### src/rtl/pred_fetch_unit_pkg.sv
// Shared constants and helpers for the predicting fetch front end.
// Entry and IF/ID record layouts depend on module parameters, so they are typedef'd in the modules.
package pred_fetch_unit_pkg;

    localparam logic [1:0] CTR_STRONG_NOT   = 2'b00;
    localparam logic [1:0] CTR_WEAK_TAKEN   = 2'b10;
    localparam logic [1:0] CTR_STRONG_TAKEN = 2'b11;
    localparam int         PC_INC           = 4;

    // 2-bit saturating predictor step
    function automatic logic [1:0] ctr_update(input logic [1:0] ctr, input logic taken);
        if (taken) begin
            return (ctr == CTR_STRONG_TAKEN) ? ctr : ctr + 2'd1;
        end
        return (ctr == CTR_STRONG_NOT) ? ctr : ctr - 2'd1;
    endfunction

endpackage

### src/rtl/pred_fetch_unit_btb_predictor.sv
// Direct-mapped branch target buffer with 2-bit counters.
// Lookup is combinational on the fetch PC and always sees pre-update contents.
module btb_predictor
    import pred_fetch_unit_pkg::*;
#(
    parameter int PC_W      = 9,
    parameter int BTB_DEPTH = 16
) (
    input  logic            clk,
    input  logic            reset,
    input  logic [PC_W-1:0] lookup_pc,
    output logic            pred_taken,
    output logic [PC_W-1:0] pred_target,
    input  logic            upd_valid,
    input  logic [PC_W-1:0] upd_pc,
    input  logic            upd_taken,
    input  logic [PC_W-1:0] upd_target
);

    localparam int IDX_W = $clog2(BTB_DEPTH);
    localparam int TAG_W = PC_W - IDX_W - 2;

    typedef struct packed {
        logic             valid;
        logic [TAG_W-1:0] tag;
        logic [PC_W-1:0]  target;
        logic [1:0]       ctr;
    } btb_entry_t;

    btb_entry_t entry_reg [BTB_DEPTH];

    logic [IDX_W-1:0] lk_idx;
    btb_entry_t       lk_entry;
    logic             lk_hit;

    logic [IDX_W-1:0] upd_idx;
    logic [TAG_W-1:0] upd_tag;
    btb_entry_t       upd_cur;
    logic             upd_hit;
    logic             upd_we;
    btb_entry_t       entry_next;

    // Instructions are word aligned; the byte offset never reaches the table.
    logic unused_lsbs;
    assign unused_lsbs = ^{lookup_pc[1:0], upd_pc[1:0]};

    assign lk_idx      = lookup_pc[IDX_W+1:2];
    assign lk_entry    = entry_reg[lk_idx];
    assign lk_hit      = lk_entry.valid && (lk_entry.tag == lookup_pc[PC_W-1:IDX_W+2]);
    assign pred_taken  = lk_hit && lk_entry.ctr[1];
    assign pred_target = lk_entry.target;

    assign upd_idx = upd_pc[IDX_W+1:2];
    assign upd_tag = upd_pc[PC_W-1:IDX_W+2];
    assign upd_cur = entry_reg[upd_idx];
    assign upd_hit = upd_cur.valid && (upd_cur.tag == upd_tag);

    always_comb begin
        entry_next = upd_cur;
        upd_we     = 1'b0;
        if (upd_valid) begin
            if (upd_hit) begin
                upd_we         = 1'b1;
                entry_next.ctr = ctr_update(upd_cur.ctr, upd_taken);
                if (upd_taken) begin
                    entry_next.target = upd_target;
                end
            end else if (upd_taken) begin
                // Miss on a taken branch: allocate, evicting any alias.
                upd_we            = 1'b1;
                entry_next.valid  = 1'b1;
                entry_next.tag    = upd_tag;
                entry_next.target = upd_target;
                entry_next.ctr    = CTR_WEAK_TAKEN;
            end
        end
    end

    generate
        for (genvar gi = 0; gi < BTB_DEPTH; gi++) begin : g_entry
            always_ff @(posedge clk) begin
                if (reset) begin
                    entry_reg[gi].valid <= 1'b0;
                    entry_reg[gi].ctr   <= CTR_STRONG_NOT;
                end else if (upd_we && (upd_idx == IDX_W'(gi))) begin
                    entry_reg[gi] <= entry_next;
                end
            end
        end
    endgenerate

endmodule

### src/rtl/pred_fetch_unit.sv
// Fetch front end: PC register, predicted next-PC selection, IF/ID register
// and a saturating count of EX redirects.
module pred_fetch_unit
    import pred_fetch_unit_pkg::*;
#(
    parameter int              PC_W      = 9,
    parameter int              INS_W     = 32,
    parameter int              BTB_DEPTH = 16,
    parameter logic [PC_W-1:0] RESET_PC  = '0,
    parameter int              CNT_W     = 16
) (
    input  logic             clk,
    input  logic             reset,
    input  logic             stall_i,
    input  logic             redirect_i,
    input  logic [PC_W-1:0]  redirect_pc_i,
    input  logic             upd_valid_i,
    input  logic [PC_W-1:0]  upd_pc_i,
    input  logic             upd_taken_i,
    input  logic [PC_W-1:0]  upd_target_i,
    output logic [PC_W-1:0]  imem_addr_o,
    input  logic [INS_W-1:0] imem_instr_i,
    output logic             if_valid_o,
    output logic [PC_W-1:0]  if_pc_o,
    output logic [INS_W-1:0] if_instr_o,
    output logic             if_pred_taken_o,
    output logic [PC_W-1:0]  if_pred_target_o,
    output logic [CNT_W-1:0] mispredict_cnt_o
);

    typedef struct packed {
        logic             valid;
        logic [PC_W-1:0]  pc;
        logic [INS_W-1:0] instr;
        logic             pred_taken;
        logic [PC_W-1:0]  pred_target;
    } if_id_pred_reg;

    logic [PC_W-1:0]  pc_reg;
    logic [PC_W-1:0]  pc_next;
    if_id_pred_reg    ifid_reg;
    if_id_pred_reg    ifid_next;
    logic [CNT_W-1:0] cnt_reg;
    logic             pred_taken;
    logic [PC_W-1:0]  pred_target;

    btb_predictor #(
        .PC_W      (PC_W),
        .BTB_DEPTH (BTB_DEPTH)
    ) u_btb (
        .clk         (clk),
        .reset       (reset),
        .lookup_pc   (pc_reg),
        .pred_taken  (pred_taken),
        .pred_target (pred_target),
        .upd_valid   (upd_valid_i),
        .upd_pc      (upd_pc_i),
        .upd_taken   (upd_taken_i),
        .upd_target  (upd_target_i)
    );

    // Redirect outranks stall so a mispredict is never lost behind a load-use hold.
    always_comb begin
        if (redirect_i) begin
            pc_next = redirect_pc_i;
        end else if (stall_i) begin
            pc_next = pc_reg;
        end else if (pred_taken) begin
            pc_next = pred_target;
        end else begin
            pc_next = pc_reg + PC_W'(PC_INC);
        end
    end

    always_comb begin
        ifid_next = ifid_reg;
        if (redirect_i) begin
            ifid_next = '0;
        end else if (!stall_i) begin
            ifid_next.valid       = 1'b1;
            ifid_next.pc          = pc_reg;
            ifid_next.instr       = imem_instr_i;
            ifid_next.pred_taken  = pred_taken;
            ifid_next.pred_target = pred_taken ? pred_target : '0;
        end
    end

    always_ff @(posedge clk) begin
        if (reset) begin
            pc_reg   <= RESET_PC;
            ifid_reg <= '0;
            cnt_reg  <= '0;
        end else begin
            pc_reg   <= pc_next;
            ifid_reg <= ifid_next;
            if (redirect_i && (cnt_reg != {CNT_W{1'b1}})) begin
                cnt_reg <= cnt_reg + CNT_W'(1);
            end
        end
    end

    assign imem_addr_o      = pc_reg;
    assign if_valid_o       = ifid_reg.valid;
    assign if_pc_o          = ifid_reg.pc;
    assign if_instr_o       = ifid_reg.instr;
    assign if_pred_taken_o  = ifid_reg.pred_taken;
    assign if_pred_target_o = ifid_reg.pred_target;
    assign mispredict_cnt_o = cnt_reg;

endmodule

### config.mk
export PLATFORM = sky130hd
export DESIGN_NAME = pred_fetch_unit
export DESIGN_NICKNAME = d
export VERILOG_FILES = /design/src/rtl/pred_fetch_unit_pkg.sv /design/src/rtl/pred_fetch_unit_btb_predictor.sv /design/src/rtl/pred_fetch_unit.sv
export SDC_FILE = /design/constraint.sdc
export NUM_CORES = 1
export LEC_CHECK = 0
export CORE_ASPECT_RATIO = 1.1
export CORE_UTILIZATION = 40
export DETAILED_ROUTE_END_ITERATION = 10
export PLACE_DENSITY = 0.72
export SETUP_SLACK_MARGIN = 0.15
export SLEW_MARGIN = 20
export SYNTH_ARGS = -nofsm -noshare
export SYNTH_HDL_FRONTEND = slang
export SYNTH_SLANG_ARGS = --single-unit
### constraint.sdc
create_clock -name clk -period 3.7 [get_ports clk]
set_input_delay 0.74 -clock clk [delete_from_list [all_inputs] [get_ports clk]]
set_output_delay 0.74 -clock clk [all_outputs]
set_load 0.1 [all_outputs]
==> results.md <==
* Outcome: completed
* Gr busiest metal: met2
* Post-cts resize count at 0
* R2R cell count at 9
* Worst IR drop on VDD at between 0.2 and 0.3 mV
* Setup TNS at 0 ns
* Synth Area in Adders at 0.166%
* Crit path to: imem_addr_o[0]
* Final hold vios at 0
* Standard-cell rows at 74
* Setup bufs post-CTS at 0
* Simple-gate share of the synthesized area at between 8 and 9%
* Mapped Cells at 982
* Largest family of logic cells by synthesized area: multiplexers
* I/O pin cnt at 142
* Drt first pass iters at 5
* EDFF count, synth at 240
* Max reg flops at between 200 and 250
* Largest net degree at the start of global routing at 45
* Stages on worst setup path at 9
* Post-Syn Area at 0.0151 mm2
* Pwr dens at approximately 480 mW/mm2
* Period minus WS final at about 3.3 ns
* Comb pwr share at between 10% and 20%
* Max-cap viol count at 0
* Critical-path top delay cell: dfxtp_1
* Starting Density at between 40% and 50%
* Vias in the first global route at 9,780
* Setup crit end kind: flop
* Crit share post-route at 90.1%
* Met2 Usage GRT at between 30% and 40%
* H-tree levels at 2
* Net Count, Synth at ~1,000
* Post-synth top area cell: edfxtp_1
* Net Sw Power at 2160 uW
* Root Driver: clkbuf_16
* Routed wire length at just under 40,000 um
* Compound-Gate Fraction of Synth Area at about 4.1%
* CTS buffer count at 35
* Critical path fanouts, max at 12
* Die area at 0.0385 mm2
* Headroom to the max-slew limit at between 30% and 40%
* Global-route wire length before repair at roughly 60,000 um
* Clock power share at 42.7%
* CTS Sinks at roughly 320
* Slew @ Worst Pin at about 1.0 ns
* Seq pwr share at 45.3%
* PortBufs at approximately 140
* Min-delay src: if_valid_o
* Die Height at just over 200 um
* Remaining global-route overflow at 0
* Fin nets at ~1,200
* Clk_lat worst skew at approximately 0.53 ns
* Post-synthesis xor/xnor area fraction at between 1 and 1.5%
* Worst hold path type: reg2reg
* Most frequent cells after synthesis: 240 x edfxtp_1, 120 x mux4_2, 81 x dfxtp_1
* DP Wirelength at approximately 26,000 um
* Post-CTS Hold Fix Bufs at 0
* Antenna-violating nets left at 0
* Synth top area share at 47.7%
* CP Cell Sequence: buf_4 -> mux4_2 -> mux4_2 -> xnor2_1 -> nor2_1 -> and2_1 -> buf_4 -> nand3_1 -> a311oi_2
* GR Util met1 at between 20% and 30%
* Buf/Inv on CP at 2
* DR vias/cell at between 5 and 6
* Seq/Total Area, Yosys at approximately three fifths
* Startpoint Class: flop
* Antenna violations before repair at 1
* Area contributors post-synth: edfxtp_1 48%, mux4_2 18%, dfxtp_1 11%, mux2i_1 3.8%, nor2_1 1.9%
* GP Congestion at approximately 0.85
* Clock Skews at between 0.01 and 0.015 ns
* Routed WL per cell at 23.3 um
* Proportion of synthesized area in mux cells at between 20% and 30%
* Synth Flop Type: edfxtp_1
* Area Overhead vs Synth at 23.4%
* Post-Layout Cell Count at 1,665
* Flop2flop setup slack at between 0.3 and 0.4 ns
* Core area at approximately 0.037 mm2
* Met3 GRT Util at under 10%
* Vias at just under 10,000
* Share of cells above drive strength 1 at between 20% and 30%
* Final hold slack at between 0.4 and 0.5 ns
* Die W at approximately 190 um
* Max Transition Viols Final at 0
* Clock Path Buffers at 3
* Distinct cells, synth at 62
* Number of remaining DRC errors at 0
* WP data arrival at 3.78 ns
* Post-synth ARST share at 0%
* Synthesized flop and latch total at between 300 and 400
* Max incr delay on CP at between 0.8 and 0.9 ns
* RSZ-0062 raised after global routing: false
* Internal Pwr Total at 6750 uW
* Reg-to-reg endpoint: imem_addr_o[0]
* Total GRT Usage at between 20 and 25%
* Dpl cells at between 1,500 and 2,000
* Setup CP Type: reg2reg
* Hold depth at 1
* Warnings, synthesis at 0
* Cell family with most CP delay: flip-flops
* Top-count cell post-synth: edfxtp_1
* TritonCTS clock tree: built
* LEAKAGE at 0.00619 uW
* Mean Syn Cell Area at 15.4 um2
* First DRT Iteration DRCs at ~770
* Max Clk Rate at between 0.3 and 0.4 GHz
* Worst-path clk slew at 0.06 ns
* Final setup violation count at 0
* Switching portion of total power at approximately a quarter
* CP Data Required Time at 4.14 ns
## worst min-delay path by stage
stage                                to  slack (ns)
floorplan                imem_addr_o[8]        0.85
global placement             if_valid_o        0.44
detailed placement           if_valid_o        0.45
CTS                          if_valid_o        0.46
global route        if_pred_target_o[7]        0.49
finish                       if_valid_o        0.46
## cell usage in the layout, fill, tap and decap left out, types with 4 or more instances in the layout
master           netlist  routed
nor3_1                41      25
buf_4                  2      71
nor4_2                 8       8
and2_1                 4       4
nor2_1                78      78
mux2_2                15      15
nand4_1                6       6
dfxtp_1               81      78
nand2_1               33      33
buf_12                 0       7
nor4_1                24      24
mux4_2               120     120
and3_1                 7       7
o21ai_0               10      10
nand4b_1               5       5
edfxtp_1             240     240
or2_2                  4       4
mux2i_1               57      57
nor3_2                 0      13
clkbuf_16              0      36
mux4_1                 6       6
nor3b_1                4       4
nand3_1               28      28
inv_1                  7       7
xnor2_1                9       9
a31o_2                17      17
bufinv_16              0       8
xor2_1                10      10
clkinv_2               0       7
a21oi_1               26      26
nand3b_1               4       4
clkdlybuf4s50_1        0     131
## cells by family after synthesis
logic type,Yosys count
flip-flops,321
AND/OR/NAND/NOR,258
multiplexers,199
buffers and inverters,96
AO/OA/AOI/OAI,87
XOR/XNOR,19
adder cells (fa/ha/maj),2
## area by class of cell
class | instances | area (um2)
Fill cell | 3034 | 18500
Sequential cell | 321 | 8830
Multi-Input combinational cell | 565 | 5890
Timing Repair Buffer | 213 | 2000
Clock buffer | 39 | 912
Tap cell | 494 | 618
Clock inverter | 24 | 345
Inverter | 7 | 26.3
Antenna cell | 2 | 5.00
## worst reg2reg max path: stages (launching register included)
cell	delay, ns
dfxtp_1	0.86
buf_4	0.29
mux4_2	0.30
mux4_2	0.49
xnor2_1	0.14
nor2_1	0.19
and2_1	0.35
buf_4	0.22
nand3_1	0.14
a311oi_2	0.27
## power by group through the flow
stage	Sequential, uW	Combinational, uW	Clock (uW)
floorplan	4250	596	0
global placement	4100	1060	0
detailed placement	4110	1070	0
CTS	4030	1080	3860
global route	4040	1130	4000
finish	4030	1070	3800
## through the flow
step	power (uW)	instance area, um2	worst slack (ns)	utilization (%)
final	8900	18600	0.367	50.2
after global routing	9170	18600	0.214	50.2
after CTS	8960	18600	0.353	50.2
after detailed placement	5180	17400	0.0613	46.8
after global placement	5160	17400	0.0944	46.8
after floorplan	4840	15200	0.0303	-
## routing by layer
metal,up-vias,wire length (um)
li1,4256,-
met1,4919,14600
met2,446,19800
met3,71,3160
met4,0,1230
met5,-,0
(Power assumes the default switching activity.)
